===== src/rtl/hazard_ctrl.sv =====
// Pipeline hazard controller: load-use interlock, taken-branch flush and
// data-memory wait handling with a timeout into a sticky error state.
module hazard_ctrl #(
  parameter int AWIDTH  = 5,
  parameter int TIMEOUT = 16
) (
  input  logic              h_clk,
  input  logic              h_rst,
  input  logic              h_i_id_valid,
  input  logic [AWIDTH-1:0] h_i_id_rs,
  input  logic [AWIDTH-1:0] h_i_id_rt,
  input  logic              h_i_id_uses_rt,
  input  logic              h_i_ex_valid,
  input  logic              h_i_ex_memread,
  input  logic [AWIDTH-1:0] h_i_ex_rt,
  input  logic              h_i_branch_taken,
  input  logic              h_i_mem_req,
  input  logic              h_i_mem_ready,
  output logic              h_o_pc_en,
  output logic              h_o_ifid_en,
  output logic              h_o_idex_en,
  output logic              h_o_exmem_en,
  output logic              h_o_ifid_flush,
  output logic              h_o_idex_bubble,
  output logic [1:0]        h_o_state,
  output logic [15:0]       h_o_stall_cnt,
  output logic [15:0]       h_o_flush_cnt,
  output logic              h_o_mem_err
);

  typedef enum logic [1:0] {
    RUN    = 2'd0,
    LSTALL = 2'd1,
    MWAIT  = 2'd2,
    ERR    = 2'd3
  } state_e;

  state_e      state_q, state_d;
  logic [7:0]  wait_q, wait_d;
  logic [15:0] stall_q, stall_d;
  logic [15:0] flush_q, flush_d;
  logic        err_q, err_d;

  logic load_use_s, mem_busy_s, run_path_s;
  logic pc_en_s, ifid_en_s, idex_en_s, exmem_en_s, flush_s, bubble_s;

  assign load_use_s = h_i_id_valid & h_i_ex_valid & h_i_ex_memread &
                      (h_i_ex_rt != {AWIDTH{1'b0}}) &
                      ((h_i_ex_rt == h_i_id_rs) | (h_i_id_uses_rt & (h_i_ex_rt == h_i_id_rt)));
  assign mem_busy_s = h_i_mem_req & ~h_i_mem_ready;

  // Next-state and zero-latency enable decode; MWAIT with ready falls into the RUN decode.
  always_comb begin
    state_d    = state_q;
    wait_d     = wait_q;
    err_d      = err_q;
    run_path_s = 1'b0;
    pc_en_s    = 1'b0;
    ifid_en_s  = 1'b0;
    idex_en_s  = 1'b0;
    exmem_en_s = 1'b0;
    flush_s    = 1'b0;
    bubble_s   = 1'b0;
    case (state_q)
      RUN, LSTALL: run_path_s = 1'b1;
      MWAIT: begin
        if (!h_i_mem_ready) begin
          if (wait_q == 8'(TIMEOUT)) begin
            state_d = ERR;
            err_d   = 1'b1;
            wait_d  = 8'd0;
          end else begin
            wait_d = wait_q + 8'd1;
          end
        end else begin
          run_path_s = 1'b1;
          wait_d     = 8'd0;
        end
      end
      ERR:     state_d = ERR;
      default: state_d = RUN;
    endcase

    if (run_path_s) begin
      if (mem_busy_s && (state_q != MWAIT)) begin
        state_d = MWAIT;
        wait_d  = 8'd1;
      end else if (h_i_branch_taken) begin
        {pc_en_s, ifid_en_s, idex_en_s, exmem_en_s} = 4'b1111;
        flush_s  = 1'b1;
        bubble_s = 1'b1;
        state_d  = RUN;
      end else if (load_use_s && (state_q != LSTALL)) begin
        {pc_en_s, ifid_en_s, idex_en_s, exmem_en_s} = 4'b0011;
        bubble_s = 1'b1;
        state_d  = LSTALL;
      end else begin
        {pc_en_s, ifid_en_s, idex_en_s, exmem_en_s} = 4'b1111;
        state_d = RUN;
      end
    end else begin
      {pc_en_s, ifid_en_s, idex_en_s, exmem_en_s} = 4'b0000;
    end
  end

  // Saturating event counters; ERR cycles are not counted as stalls.
  always_comb begin
    stall_d = stall_q;
    flush_d = flush_q;
    if (!pc_en_s && (state_q != ERR) && (stall_q != 16'hFFFF)) begin
      stall_d = stall_q + 16'd1;
    end else begin
      stall_d = stall_q;
    end
    if (flush_s && (flush_q != 16'hFFFF)) begin
      flush_d = flush_q + 16'd1;
    end else begin
      flush_d = flush_q;
    end
  end

  // State, wait counter, statistics and sticky error registers.
  always_ff @(posedge h_clk or negedge h_rst) begin
    if (!h_rst) begin
      state_q <= RUN;
      wait_q  <= 8'd0;
      stall_q <= 16'd0;
      flush_q <= 16'd0;
      err_q   <= 1'b0;
    end else begin
      state_q <= state_d;
      wait_q  <= wait_d;
      stall_q <= stall_d;
      flush_q <= flush_d;
      err_q   <= err_d;
    end
  end

  assign h_o_pc_en       = h_rst & pc_en_s;
  assign h_o_ifid_en     = h_rst & ifid_en_s;
  assign h_o_idex_en     = h_rst & idex_en_s;
  assign h_o_exmem_en    = h_rst & exmem_en_s;
  assign h_o_ifid_flush  = h_rst & flush_s;
  assign h_o_idex_bubble = h_rst & bubble_s;
  assign h_o_state       = state_q;
  assign h_o_stall_cnt   = stall_q;
  assign h_o_flush_cnt   = flush_q;
  assign h_o_mem_err     = err_q;

endmodule


===== config.mk =====
export PLATFORM = sky130hd
export DESIGN_NAME = hazard_ctrl
export DESIGN_NICKNAME = d
export VERILOG_FILES = /design/src/rtl/hazard_ctrl.sv
export SDC_FILE = /design/constraint.sdc
export NUM_CORES = 1
export LEC_CHECK = 0
export ABC_AREA = 1
export CORE_UTILIZATION = 48
export CTS_BUF_LIST = sky130_fd_sc_hd__clkbuf_8 sky130_fd_sc_hd__clkbuf_16
export CTS_CLUSTER_SIZE = 28
export DETAILED_ROUTE_END_ITERATION = 6
export GPL_TIMING_DRIVEN = 1
export PLACE_DENSITY = 0.84
export SLEW_MARGIN = 40
export SYNTH_ARGS = -nofsm -noshare
export SYNTH_HDL_FRONTEND = slang
export SYNTH_SLANG_ARGS = --single-unit

===== constraint.sdc =====
create_clock -name h_clk -period 2.11 [get_ports h_clk]
set_input_delay 0.3165 -clock h_clk [delete_from_list [all_inputs] [get_ports h_clk]]
set_output_delay 0.3165 -clock h_clk [all_outputs]
set_load 0.005 [all_outputs]

==> results of run 1 <==
worst max-delay path by stage:
| stage | cells past startpoint | end | slack [ps] |
|---|---|---|---|
| after floorplan | 10 | h_o_stall_cnt[7]$_DFFE_PN0P_ | 510 |
| after global placement | 10 | h_o_idex_bubble | -200 |
| after detailed placement | 10 | h_o_idex_bubble | -250 |
| after CTS | 11 | h_o_idex_bubble | 30 |
| after global routing | 11 | h_o_ifid_en | -20 |
| final | 11 | h_o_ifid_en | 80 |
cell type report:
class | count | area [sq um]
Clock buffer | 5 | 68.82
Clock inverter | 3 | 12.51
Fill cell | 488 | 1869
Inverter | 56 | 210.2
Multi-Input combinational cell | 275 | 1460
Sequential cell | 43 | 1076
Tap cell | 72 | 90.09
Timing Repair Buffer | 81 | 753.2
layer usage:
layer	GRT usage	wire [um]	vias up	share of wire
met5	0	0	-	0
met3	0.05000	242	12	0.036
met1	0.2811	2982	1245	0.45
li1	-	-	1363	-
met4	0.1130	125	0	0.019
met2	0.4177	3340	60	0.50
sequential cells by signal, summed over array words and instances (netlist names):
name,flops
h_o_flush_cnt,16
h_o_stall_cnt,16
h_o_mem_err,1
wait_q,8
h_o_state,2
worst max-delay path: stages:
cell and delay, ps:
clkdlybuf4s50_1 490, inv_1 50, nand2_1 60, nand2_1 60
nor2_2 100, nand3_2 90, nand2_2 80, nand3_2 70
nand2_1 80, inv_1 40, dlygate4sd2_1 260
power breakdown:
part / internal [mW] / switching, mW / total, mW
Clock: 0.223 / 0.284 / 0.507
Combinational: 0.0546 / 0.0597 / 0.114
Sequential: 0.823 / 0 / 0.823
Total: 1.10 / 0.344 / 1.44
cells by family (layout without fill, tap and decap cells):
group           after synthesis  count (layout)  synth area share
simple gates                218             218            0.3545
buf+inv                      62             145           0.09381
flops                        43              43            0.3879
xor+xnor                     28              28           0.08841
compound gates               25              25           0.05729
fa+ha+maj                     4               4           0.01804
layout by cell type (no fill, tap or decap), types with 5 or more instances in the layout:
cell type / count
a21oi_1: 7
o21ai_0: 8
xor2_1: 16
nor2_1: 28
dfrtp_1: 43
xnor2_1: 12
nor2_2: 6
dlygate4sd2_1: 10
nor3_1: 10
nand3_1: 34
clkbuf_8: 5
inv_1: 53
clkdlybuf4s50_1: 49
buf_4: 17
nand2_1: 114
nand4_1: 8
what timing repair did:
item | in CTS | in global routing
gates resized for setup | 14 | 9
hold endpoints to repair | 0 | 0
pin swaps | 3 | 7
endpoints found under the setup margin | 6 | 3
setup buffers | 3 | 0
==> impl_metrics.tcl, run 1 <==
set metrics [dict create \
    clock_sinks 43 \
    maxCapViolCount 0 \
    die_area_sq_um 6087 \
    hold_class "in2async" \
    reg2reg_from "h_o_stall_cnt[0]$_DFFE_PN0P_" \
    yosysMostFrequentCell "nand2_1" \
    wire_per_inst_um 12.50 \
    syn_nets 408 \
    fp.dieH_um 78.02 \
    route.antenna.remaining_nets 0 \
    cp-end-kind "primary output" \
    synth_warnings 0 \
    coreArea_sq_um 5540 \
    fmax_mhz 492.7 \
    final.min_clock_period_ps 2030 \
    synth_edf_count 0 \
    ys.flop_type "dfrtp_1" \
    cts-buffers-inserted 5 \
    tritoncts "yes" \
    fin_area_sq_um 3671 \
    synth_seq_area_share 0.3879 \
    cp.required_ps 1790 \
    synth_top_area_cell "dfrtp_1" \
    post_synth_inst_count 380 \
    dpl_cell_area_sq_um 3555 \
    syn_area_sq_um 2774 \
    drive_gt1_frac 0.1123 \
    syn_avg_cell_area_sq_um 7.300 \
    async_flop_share 1.000 \
    fin_setup_tns_ps 0 \
    drt_wl_total_um 6690 \
    dp_cells 524 \
    dr.pass1.iters 4 \
    avgViaCountPerCell 5.009 \
    dp_hpwl_um 5039 \
    cts_buffer_depth 2 \
    grt_remaining_overflow 0 \
    worstMarginPinSlew_ps 533.0 \
    port_buffers 64 \
    grt_pass1_wl_um 11530 \
    path_clk_slew_ps 80 \
    drtIter0Drc 134 \
    vias 2680 \
    irDropWorstVdd_mv 0.2378 \
    layout_worst_path_cycle_share 0.9620 \
    r2r_end "h_o_stall_cnt[15]$_DFFE_PN0P_" \
    synth_area_leaders "dfrtp_1 (39%), nand2_1 (16%), inv_1 (6.9%)" \
    path_class "in2out" \
    num_rows 27 \
    antenna_cells 0 \
    hold_buffers 0 \
    p_per_area_nw_per_um2 393.5 \
    reg2reg_depth 9 \
    start_kind "input pin" \
    synthToLayoutAreaGrowth_pct 32.34 \
    cp_max_fo 2 \
    grt_antenna_before_repair 0 \
    grt_max_degree 44 \
    synth_common_cells "nand2_1 (115), inv_1 (51), dfrtp_1 (43), nand3_1 (35), nor2_1 (32)" \
    skew_ps 5.852 \
    synth.distinct_cells 32 \
    grt_pass1_vias 2658 \
    status "finished, final reports clean" \
    synth_top_area_frac 0.3879 \
    hold_ws_ps 89.40 \
    clkLatencyLatePin_ps 300 \
    synth-seq-cells 43 \
    initial_core_util 0.5007 \
    place.gp.congestion 0.9029 \
    max_slew_margin 0.6447 \
    fin_nets 490 \
    fin_ws_ps 80.24 \
    final_core_util 0.6626 \
    die_w_um 78.02 \
    drc 0 \
    finalSetupViolCount 0 \
    power_mw 1.445 \
    hold_viol 0 \
    startpoint "h_i_id_rt[1]" \
    track_usage 0.2394 \
    post-place-ws_ps -250.9 \
    cts_root_buf "clkbuf_8" \
    stdcell_count 535 \
    worstPathArrival_ps 1710 \
    r2r_slack_ps 350 \
    leakage_nw 1.953 \
    slew_viol_final 0 \
    h-tree-depth 2 \
    ios 65 \
]
(Power assumes the default switching activity.)
==> inputs of run 2 (changes only) <==
Settings changed: REMOVE_ABC_BUFFERS set to 1.
==> impl_metrics.tcl, run 2 (same netlist as run 1, synthesis figures left out) <==
set metrics [dict create \
    path_class "in2out" \
    route.antenna.remaining_nets 0 \
    path_clk_slew_ps 90 \
    fin_setup_tns_ps 0 \
    hold_buffers 0 \
    num_rows 27 \
    final.min_clock_period_ps 2051 \
    antenna_cells 0 \
    max_slew_margin 0.6490 \
    synthToLayoutAreaGrowth_pct 32.97 \
    fin_nets 488 \
    p_per_area_nw_per_um2 397.1 \
    drc 0 \
    finalSetupViolCount 0 \
    crit_buf_inv 4 \
    worstPathArrival_ps 1730 \
    drtIter0Drc 144 \
    irDropWorstVdd_mv 0.3137 \
    fin_ws_ps 59.05 \
    clkLatencyLatePin_ps 310 \
    grt_remaining_overflow 0 \
    grt_pass1_vias 2563 \
    vias 2692 \
    slowest_stage "clkdlybuf4s50_1" \
    tritoncts "yes" \
    nFillCells 464 \
    layout_commonest_cell "nand2_1" \
    dpl_cell_area_sq_um 3547 \
    start_kind "input pin" \
    wire_per_inst_um 12.43 \
    fp.dieH_um 78.02 \
    grt_antenna_before_repair 0 \
    skew_ps 8.918 \
    startpoint "h_i_id_rs[4]" \
    cts_buffer_depth 2 \
    critPathTopFamily "buffers and inverters" \
    layout_worst_path_cycle_share 0.9720 \
    post-place-ws_ps -295.2 \
    cts-buffers-inserted 5 \
    port_buffers 64 \
    cp.required_ps 1790 \
    reg2reg_from "h_o_stall_cnt[0]$_DFFE_PN0P_" \
    ios 65 \
    grt_pass1_wl_um 11180 \
    coreArea_sq_um 5540 \
    grt_max_degree 44 \
    drt_wl_total_um 6627 \
    initial_core_util 0.5007 \
    dp_hpwl_um 5009 \
    place.gp.congestion 1.016 \
    status "finished, final reports clean" \
    path_cells "clkdlybuf4s50_1 -> inv_1 -> nand2_1 -> nand2_1 -> nor2_4 -> nand3_2 -> nand2_2 -> nand3_2 -> nand2_1 -> inv_1 -> dlygate4sd2_1" \
    worstMarginPinSlew_ps 526.5 \
    cp_max_fo 3 \
    mostFrequentLayoutCells "nand2_1 (113), inv_1 (52), clkdlybuf4s50_1 (51), dfrtp_1 (42), nand3_1 (34)" \
    clock_sinks 43 \
    hold_class "in2async" \
    h-tree-depth 2 \
    track_usage 0.2328 \
    leakage_nw 1.969 \
    maxCapViolCount 0 \
    drive_gt1_frac 0.1128 \
    critPathMaxStageDelay_ps 490 \
    dr.pass1.iters 4 \
    hold_viol 0 \
    cp-end-kind "primary output" \
    slew_viol_final 0 \
    die_w_um 78.02 \
    fin_area_sq_um 3689 \
    fmax_mhz 487.6 \
    crit_path_frequent_cell "nand2_1" \
    cts_root_buf "clkbuf_8" \
    die_area_sq_um 6087 \
    avgViaCountPerCell 5.051 \
]
==> run 2: cell count changes in the layout (fill, tap and decap cells not counted), sizes merged, moves of 2 or more <==
cell / delta
dlymetal6s2s: +3
clkdlybuf4s50: +2
buf: -2
dlygate4sd2: -5
==> run 2: stage by stage <==
step | hold slack, ps | util | total power, mW | instances
2_1_floorplan | 20.91 | - | 0.8725 | 374
3_3_place_gp | 430.0 | 0.6402 | 0.9478 | 523
3_5_place_dp | 443.5 | 0.6402 | 0.9514 | 523
4_1_cts | 107.7 | 0.6581 | 1.475 | 532
5_1_grt | 150.9 | 0.6658 | 1.525 | 533
6_report | 84.84 | 0.6658 | 1.465 | 533
==> run 2: worst register-to-register path: stages (launching register included) <==
cell and delay [ps]:
dfrtp_1 450, ha_1 280, nand3_2 140, inv_2 60, nand2_2 90, nor3_4 50
a22oi_4 300, nand2_4 200, nand2_1 100, nand2_1 50
==> run 2: timing repair <==
action	in CTS	in global routing
endpoints found under the setup margin	6	5
pin swaps	0	5
resized for setup	11	12
setup buffers	1	1
==> run 2: routing by layer <==
metal	vias up	part of all wire	global-route usage
met5	-	0	0
met1	1249	0.45	0.2851
met3	10	0.048	0.06163
met2	77	0.49	0.3912
li1	1356	-	-
met4	0	0.015	0.09259
==> run 2: final cells by class <==
class	instances	area [sq um]	share of cell area
clock buffers	5	68.82	0.01866
clock inverters	3	16.27	0.004410
inverters	56	210.2	0.05699
multi-input cells	275	1469	0.3982
flip-flops and latches	43	1077	0.2921
well taps	72	90.09	0.02442
repair buffers	79	757.0	0.2052
==> run 2: power by group <==
part           internal (mW)  leakage, nW  total, mW  switching (mW)
clock                  0.227       0.0453      0.525           0.298
combinational         0.0572         1.39      0.117          0.0595
sequential             0.823        0.533      0.823               0
==> run 2: final timing paths <==
check	end	slack, ps	cells past startpoint
setup / recovery	h_o_pc_en	60	11
hold / removal	h_o_mem_err$_DFFE_PN0P_	80	2
setup reg to reg	h_o_stall_cnt[1]$_DFFE_PN0P_	280	9
hold reg to reg	h_o_mem_err$_DFFE_PN0P_	500	1
max in group asynchronous	h_o_state[1]$_DFFE_PN0P_	1630	2
min in group h_clk	h_o_mem_err$_DFFE_PN0P_	500	1
